===== src/rtl/uart_tx_cfg_if.sv =====
// rtl/uart_tx_cfg_if.sv - valid/ready word handshake into the UART transmitter
interface uart_tx_cfg_if #(
    parameter int DATA_BITS = 8
);
    logic [DATA_BITS-1:0] tx_data;
    logic                 tx_valid;
    logic                 tx_ready;

    modport master (
        output tx_data,
        output tx_valid,
        input  tx_ready
    );

    modport slave (
        input  tx_data,
        input  tx_valid,
        output tx_ready
    );
endinterface


===== src/rtl/uart_tx_cfg.sv =====
// rtl/uart_tx_cfg.sv - parametrised UART transmitter with busy/done status
module uart_tx_cfg #(
    parameter int CLK_DIV   = 5208,
    parameter int DATA_BITS = 8,
    parameter int PARITY    = 0,
    parameter int STOP_BITS = 1
) (
    input  logic          clk,
    input  logic          reset_n,
    uart_tx_cfg_if.slave  up,
    output logic          tx_out,
    output logic          tx_busy,
    output logic          tx_done
);
    localparam int BAUD_W = $clog2(CLK_DIV);
    localparam int BIT_W  = 4;
    localparam logic [BAUD_W-1:0] BAUD_LAST = BAUD_W'(CLK_DIV - 1);
    localparam logic [BIT_W-1:0]  DATA_LAST = BIT_W'(DATA_BITS - 1);
    localparam logic [BIT_W-1:0]  STOP_LAST = BIT_W'(STOP_BITS - 1);

    typedef enum logic [2:0] {
        S_IDLE,
        S_START,
        S_DATA,
        S_PARITY,
        S_STOP
    } state_t;

    state_t               state_q;
    logic [BAUD_W-1:0]    baud_q;
    logic [BIT_W-1:0]     bit_q;
    logic [DATA_BITS-1:0] shift_q;
    logic                 parity_q;
    logic                 out_q;
    logic                 ready_q;
    logic                 busy_q;
    logic                 done_q;

    logic [DATA_BITS-1:0] shift_d;
    logic                 parity_d;
    logic                 baud_wrap;

    assign shift_d   = shift_q >> 1;
    assign parity_d  = (PARITY == 1) ? ~^up.tx_data : ^up.tx_data;
    assign baud_wrap = (baud_q == BAUD_LAST);

    always_ff @(posedge clk) begin
        if (!reset_n) begin
            state_q  <= S_IDLE;
            baud_q   <= '0;
            bit_q    <= '0;
            shift_q  <= '0;
            parity_q <= 1'b0;
            out_q    <= 1'b1;
            ready_q  <= 1'b1;
            busy_q   <= 1'b0;
            done_q   <= 1'b0;
        end else begin
            done_q <= 1'b0;
            if (state_q != S_IDLE) begin
                baud_q <= baud_wrap ? '0 : baud_q + BAUD_W'(1);
            end
            case (state_q)
                S_IDLE: begin
                    // Start bit goes out on the accept edge itself
                    if (up.tx_valid) begin
                        shift_q  <= up.tx_data;
                        parity_q <= parity_d;
                        state_q  <= S_START;
                        out_q    <= 1'b0;
                        ready_q  <= 1'b0;
                        busy_q   <= 1'b1;
                    end
                end
                S_START: begin
                    if (baud_wrap) begin
                        state_q <= S_DATA;
                        bit_q   <= '0;
                        out_q   <= shift_q[0];
                    end
                end
                S_DATA: begin
                    if (baud_wrap) begin
                        if (bit_q == DATA_LAST) begin
                            if (PARITY != 0) begin
                                state_q <= S_PARITY;
                                out_q   <= parity_q;
                            end else begin
                                state_q <= S_STOP;
                                bit_q   <= '0;
                                out_q   <= 1'b1;
                            end
                        end else begin
                            bit_q   <= bit_q + BIT_W'(1);
                            shift_q <= shift_d;
                            out_q   <= shift_d[0];
                        end
                    end
                end
                S_PARITY: begin
                    if (baud_wrap) begin
                        state_q <= S_STOP;
                        bit_q   <= '0;
                        out_q   <= 1'b1;
                    end
                end
                S_STOP: begin
                    if (baud_wrap) begin
                        if (bit_q == STOP_LAST) begin
                            state_q <= S_IDLE;
                            ready_q <= 1'b1;
                            busy_q  <= 1'b0;
                            done_q  <= 1'b1;
                            out_q   <= 1'b1;
                        end else begin
                            bit_q <= bit_q + BIT_W'(1);
                        end
                    end
                end
                default: begin
                    state_q <= S_IDLE;
                    out_q   <= 1'b1;
                    ready_q <= 1'b1;
                    busy_q  <= 1'b0;
                end
            endcase
        end
    end

    assign up.tx_ready = ready_q;
    assign tx_out      = out_q;
    assign tx_busy     = busy_q;
    assign tx_done     = done_q;
endmodule


===== src/flat_wrapper.sv =====
// flat-port wrapper written by rule: the top's interface ports become plain ports
module uart_tx_cfg_flat 
#(
    parameter int CLK_DIV   = 5208,
    parameter int DATA_BITS = 8,
    parameter int PARITY    = 0,
    parameter int STOP_BITS = 1
)
  (clk, reset_n, tx_out, tx_busy, tx_done, up_tx_data, up_tx_valid, up_tx_ready);
  uart_tx_cfg_if #(.DATA_BITS(DATA_BITS)) up_i ();
  input  logic clk;
  input  logic reset_n;
  output logic tx_out;
  output logic tx_busy;
  output logic tx_done;
  input wire logic [$bits(up_i.tx_data)-1:0] up_tx_data;
  input wire logic [$bits(up_i.tx_valid)-1:0] up_tx_valid;
  output wire logic [$bits(up_i.tx_ready)-1:0] up_tx_ready;
  assign up_i.tx_data = up_tx_data;
  assign up_i.tx_valid = up_tx_valid;
  assign up_tx_ready = up_i.tx_ready;
  uart_tx_cfg #(.CLK_DIV(CLK_DIV), .DATA_BITS(DATA_BITS), .PARITY(PARITY), .STOP_BITS(STOP_BITS)) u_core (.clk(clk), .reset_n(reset_n), .up(up_i), .tx_out(tx_out), .tx_busy(tx_busy), .tx_done(tx_done));
endmodule

===== config.mk =====
export PLATFORM = sky130hd
export DESIGN_NAME = uart_tx_cfg_flat
export DESIGN_NICKNAME = d
export VERILOG_FILES = /design/src/rtl/uart_tx_cfg_if.sv /design/src/rtl/uart_tx_cfg.sv /design/src/flat_wrapper.sv
export SDC_FILE = /design/constraint.sdc
export NUM_CORES = 1
export LEC_CHECK = 0
export BUFFER_PORTS_ARGS = -buffer_cell sky130_fd_sc_hd__buf_2
export CELL_PAD_IN_SITES_DETAIL_PLACEMENT = 1
export CELL_PAD_IN_SITES_GLOBAL_PLACEMENT = 2
export CORE_MARGIN = 2
export CORE_UTILIZATION = 36
export CTS_CLUSTER_DIAMETER = 80
export DETAILED_ROUTE_END_ITERATION = 12
export PLACE_DENSITY = 0.78
export SETUP_SLACK_MARGIN = 0.15
export SLEW_MARGIN = 20
export SYNTH_ARGS = -nofsm -noshare
export SYNTH_HDL_FRONTEND = slang
export SYNTH_SLANG_ARGS = --single-unit

===== constraint.sdc =====
create_clock -name clk -period 2.05 [get_ports clk]
set_input_delay 0.5125 -clock clk [delete_from_list [all_inputs] [get_ports clk]]
set_output_delay 0.5125 -clock clk [all_outputs]
set_load 0.1 [all_outputs]

; ---- After elaboration in Yosys (flattened, before gate mapping)
; Cells that the tools add are included.
[totals]
register_bits = 32
inputBits = 11
output_inout_bits = 4
word_cells = 73
[classes]
n_addsub = 2
eq_ne = 16
mux = 33
bitwise_logic = 1
reduce_logical = 13
[ops]
columns = operator, n
row1 = 8-bit 2-to-1 mux, 3
row2 = 3-bit 2-to-1 mux, 7
row3 = 4-bit 2-to-1 mux, 5
row4 = 8-bit one-hot mux with 2 select lines, 1
row5 = 3-bit one-hot mux with 5 select lines, 1
row6 = "2-bit by 1-bit != test with 1-bit output, second input constant", 7
row7 = "13-bit by 1-bit adder with 13-bit output, second input constant", 1
row8 = "13-bit == test, second input constant", 1
row9 = 13-bit 2-to-1 mux, 1
row10 = 4-bit one-hot mux with 3 select lines, 1
row11 = 1-bit 2-to-1 mux, 11
row12 = 4-bit AND reduction, 2
row13 = 7-bit AND reduction, 1
row14 = "3-bit by 2-bit == test with 1-bit output, second input constant", 2
row15 = "2-bit != test, second input constant", 3
row16 = 1-bit one-hot mux with 3 select lines, 2
row17 = 6-bit AND reduction, 1
row18 = 3-bit nonzero test, 2
row19 = 1-bit one-hot mux with 5 select lines, 1
row20 = 5-bit AND reduction, 1
row21 = "4-bit by 1-bit adder with 4-bit output, second input constant", 1
row22 = "4-bit by 3-bit == test with 1-bit output, second input constant", 1
row23 = 4-bit logical NOT, 1
row24 = "3-bit by 1-bit == test with 1-bit output, second input constant", 1
row25 = other kinds (7), 7

; ---- Longest topological paths before layout
[depth]
ltp_word = 4
depth_mapped = 6
depth_no_buf = 6

; ---- Least setup slack after synthesis
; Ideal clock, no wire load.
[synth_timing]
path_type = register to register
from = register u_core.bit_q[0]
to = register u_core.shift_q[0]
setup_ns = 0.122
t_arrival_ns = 1.574
required_ns = 1.928
path_slack_ns = 0.354
stages_incl_launch_ff = 6
path_buffers = 0
synth_period_minus_slack_ns = 1.696
cell_sequence = dfxtp_1 ha_1 and3b_1 nand2b_1 o211a_2 a221o_1
[synth_via]
elab_chain_len = 3
[synth_lines]
columns = item, line
row1 = start: declaration, uart_tx_cfg.sv:31  ; logic [BIT_W-1:0] bit_q;
row2 = start signal: assignment, uart_tx_cfg.sv:94  ; bit_q <= bit_q + BIT_W'(1);
row3 = start signal: assignment, uart_tx_cfg.sv:116  ; bit_q <= bit_q + BIT_W'(1);
row4 = 4-bit by 3-bit == test with 1-bit output, uart_tx_cfg.sv:84  ; if (bit_q == DATA_LAST) begin
row5 = 2-bit != test (no line), n/a
row6 = 4-bit AND reduction (no line), n/a
row7 = end signal: assignment, uart_tx_cfg.sv:67  ; shift_q <= up.tx_data;
row8 = end signal: assignment, uart_tx_cfg.sv:95  ; shift_q <= shift_d;
row9 = end: declaration, uart_tx_cfg.sv:32  ; logic [DATA_BITS-1:0] shift_q;
; No other way between the ends.
; A chain may end at the register's enable or synchronous reset.

; ---- Final worst setup path
[layout_timing]
from = register u_core.bit_q[0]
to = register u_core.bit_q[3]
[layout_via]
elab_chain_len = 4
elab_cells_between_ends = 10
classes_between = add/sub (1) / eq/ne (2) / mux (5) / reduce/logical (2)
[layout_lines]
columns = item, line
row1 = 4-bit by 1-bit adder with 4-bit output / 4-bit by 3-bit == test with 1-bit output (equally long branches), "uart_tx_cfg.sv:94, uart_tx_cfg.sv:116, uart_tx_cfg.sv:84"
row2 = "4-bit 2-to-1 mux, on equally long branches", "uart_tx_cfg.sv:109, uart_tx_cfg.sv:84"
row3 = "4-bit 2-to-1 mux, on equally long branches", "uart_tx_cfg.sv:108, uart_tx_cfg.sv:83"
row4 = 4-bit one-hot mux with 3 select lines, uart_tx_cfg.sv:63  ; case (state_q)
; Parallel ways exist; a longest one is shown, timed or not. The select of a mux whose other input is x is not followed.

==> flow_summary.json <==
{
  "cts_tree": "done",
  "cp-startpoint": "u_core.bit_q[0]",
  "rrSetupSlack_ps": 170,
  "dominantRegCellSynth": "dfxtp_1",
  "irDropWorstVdd_v": 0.0003661,
  "cts_max_path_buffers": 2,
  "synth.distinct_cells": 52,
  "cts_sinks": 32,
  "grt.total_usage_pct": 18.00,
  "layout-drive-gt1-share_pct": 19.27,
  "drt_wl_total_um": 4361,
  "syn_area_um2": 1743,
  "hp-class": "flip-flop to flip-flop",
  "crit_end": "u_core.bit_q[3]",
  "insertedDiodeCount": 0,
  "yosysMostFrequentCell": "dfxtp_1",
  "finalSetupTns_ps": 0,
  "ant_nets": 0,
  "synthTopCellsByArea": "dfxtp_1, a21oi_1, nand2b_1, a221o_1, nand3_1",
  "slew_violations": 0,
  "power_density_nw_per_um2": 672.3,
  "cp_data_required_time_ps": 2220,
  "crit_type": "flip-flop to flip-flop",
  "synth_seq_cells": 32,
  "p_total_mw": 1.357,
  "rsz0062_at_grt": "true",
  "ys_seq_area_share_pct": 36.76,
  "path_max_fanout": 5,
  "fin_crit_sh_pct": 91.58,
  "die_h_um": 73.58,
  "hold_violations": 0,
  "dieArea_um2": 5414,
  "min_period_ps": 1877,
  "h-tree-depth": 2,
  "rr_endpoint": "u_core.bit_q[3]",
  "syn2layout_area_growth_pct": 15.79,
  "antenna_found_initial": 0,
  "synth_edf_count": 0,
  "start_kind": "flip-flop",
  "reg2reg_from": "u_core.bit_q[0]",
  "cts_made_buffers": 5,
  "drv_cap": 0,
  "relSlewSlack_pct": 67.38,
  "clk_pin_slew_ps": 60,
  "power_frac_comb_pct": 14.2,
  "vias": 1572,
  "ff2ff_path_depth": 6,
  "root_buffer": "clkbuf_8",
  "grt_pass1_vias": 1595,
  "hpwl_um": 3133,
  "power_frac_seq_pct": 49.4,
  "power.internal_uw": 986.9,
  "gr-total-overflow": 0,
  "pin_count": 15,
  "dp_slack_ps": 126.0,
  "cp.arrival_ps": 2050,
  "clk_latency_ps": 280,
  "fmax_mhz": 532.7,
  "tightestPinTransition_ps": 482.6,
  "skew_ps": 6.508,
  "swShare_pct": 27.27,
  "drt_first_pass_iters": 4,
  "clkPwrFrac_pct": 36.4,
  "setup_viol": 0,
  "place_congestion": 0.7601,
  "initial_utilization_pct": 37.15,
  "cts_hold_buffers": 0,
  "fin_ws_ps": 172.7,
  "syn_area_per_cell_um2": 8.758,
  "synth_largest_area_cell": "dfxtp_1",
  "synth.top_cell.area_share_pct": 36.76,
  "via_per_inst": 5.779,
  "synth_commonest_cells": "dfxtp_1, a21oi_1, nor2_1",
  "grt_pass1_wl_um": 7431,
  "portBuffers": 14,
  "leakagePower_nw": 0.7060,
  "placementRows": 25,
  "grt_max_degree": 19,
  "outcome": "complete, no violations",
  "cp-end-kind": "flip-flop",
  "synthArstFlopShare_pct": 0,
  "drc": 0,
  "wire_per_inst_um": 16.03,
  "p_switching_uw": 370.0,
  "syn_inst": 199,
  "syn_nets": 213,
  "yosysWarnings": 0,
  "core_region_area_um2": 4692,
  "drt_iter0_markers": 66,
  "fin_nets": 231,
  "die_w_um": 73.58
}
## stage by stage
| step | util, % | std cells | instance area, um2 | hold WS, ps |
|---|---|---|---|---|
| after floorplan | - | 199 | 1743 | 449.1 |
| after detailed placement | 39.97 | 263 | 1876 | 498.3 |
| after CTS | 42.19 | 271 | 1979 | 506.2 |
| final | 43.01 | 272 | 2018 | 501.5 |
| after global routing | 43.01 | 272 | 2018 | 537.3 |
| after global placement | 39.97 | 263 | 1876 | 458.9 |
## logic make-up (layout without fill, tap and decap cells)
family                     after synthesis  count (layout)  share of synthesized area (%)
AOI/OAI and AO/OA                       50              50                          20.03
buffers and inverters                   13              32                          3.302
adders and majority gates                3               3                          2.154
xor gates and xnor gates                10              10                          5.025
DFF                                     32              32                          36.75
and+or+nand+nor                         90              90                          32.16
muxes                                    1               1                         0.5743
## cell type report
class	count	area, um2
fillers	560	2674
well taps	54	67.56
inverters	4	15.01
multi-input cells	154	1087
flip-flops and latches	32	643.1
clock buffers	8	90.09
repair buffers	20	115.1
## power by group through the flow
stage / clock, mW / sequential (mW) / combinational (mW)
floorplan: 0 / 0.724 / 0.0924
global placement: 0 / 0.682 / 0.178
detailed placement: 0 / 0.684 / 0.185
CTS: 0.513 / 0.669 / 0.188
global route: 0.540 / 0.674 / 0.211
finish: 0.494 / 0.670 / 0.193
## state kept, by name, indices dropped and copies added (netlist names)
| name | count |
|---|---|
| u_core.tx_out | 1 |
| u_core.tx_done | 1 |
| u_core.tx_busy | 1 |
| u_core.state_q | 3 |
| u_core.shift_q | 8 |
| u_core.baud_q | 13 |
| u_core.bit_q | 4 |
| u_core.up.tx_ready | 1 |
## repair_timing
action,in CTS,in global routing
cloned,0,0
gates resized for setup,2,10
endpoints found under the setup margin,7,27
buffers inserted,0,1
pin swaps,0,3
## placed cells by master (no fill, tap or decap), drive strengths merged, types with 7 or more instances in the layout
| master | instances |
|---|---|
| nand2 | 13 |
| a221o | 7 |
| nor2 | 15 |
| nand2b | 12 |
| buf | 20 |
| clkbuf | 8 |
| dfxtp | 32 |
| o21ai | 10 |
| nand3 | 13 |
| a21oi | 17 |
## worst min-delay path by stage
stage | cells after the start | to | startpoint | slack (ps)
finish | 2 | u_core.baud_q[1] | u_core.baud_q[1] | 500
global route | 2 | u_core.baud_q[1] | u_core.baud_q[1] | 540
CTS | 2 | u_core.baud_q[1] | u_core.baud_q[1] | 510
detailed placement | 2 | u_core.baud_q[1] | u_core.baud_q[1] | 500
global placement | 2 | u_core.baud_q[1] | u_core.baud_q[1] | 460
floorplan | 2 | u_core.baud_q[1] | u_core.baud_q[1] | 450
## per-layer routing
metal	up-vias	share of wire, %	track usage [%]
li1	772	-	-
met1	773	46	21.64
met2	20	50	29.86
met3	7	2.2	3.704
met4	0	1.9	9.697
met5	-	0	0
## critical path: stages (launching register included)
cell,delay (ps)
dfxtp_2,360
ha_2,210
nor4bb_1,480
a211oi_4,80
buf_4,150
a211o_1,240
a32o_1,240
Note: power is estimated with default switching activity, not from simulation.
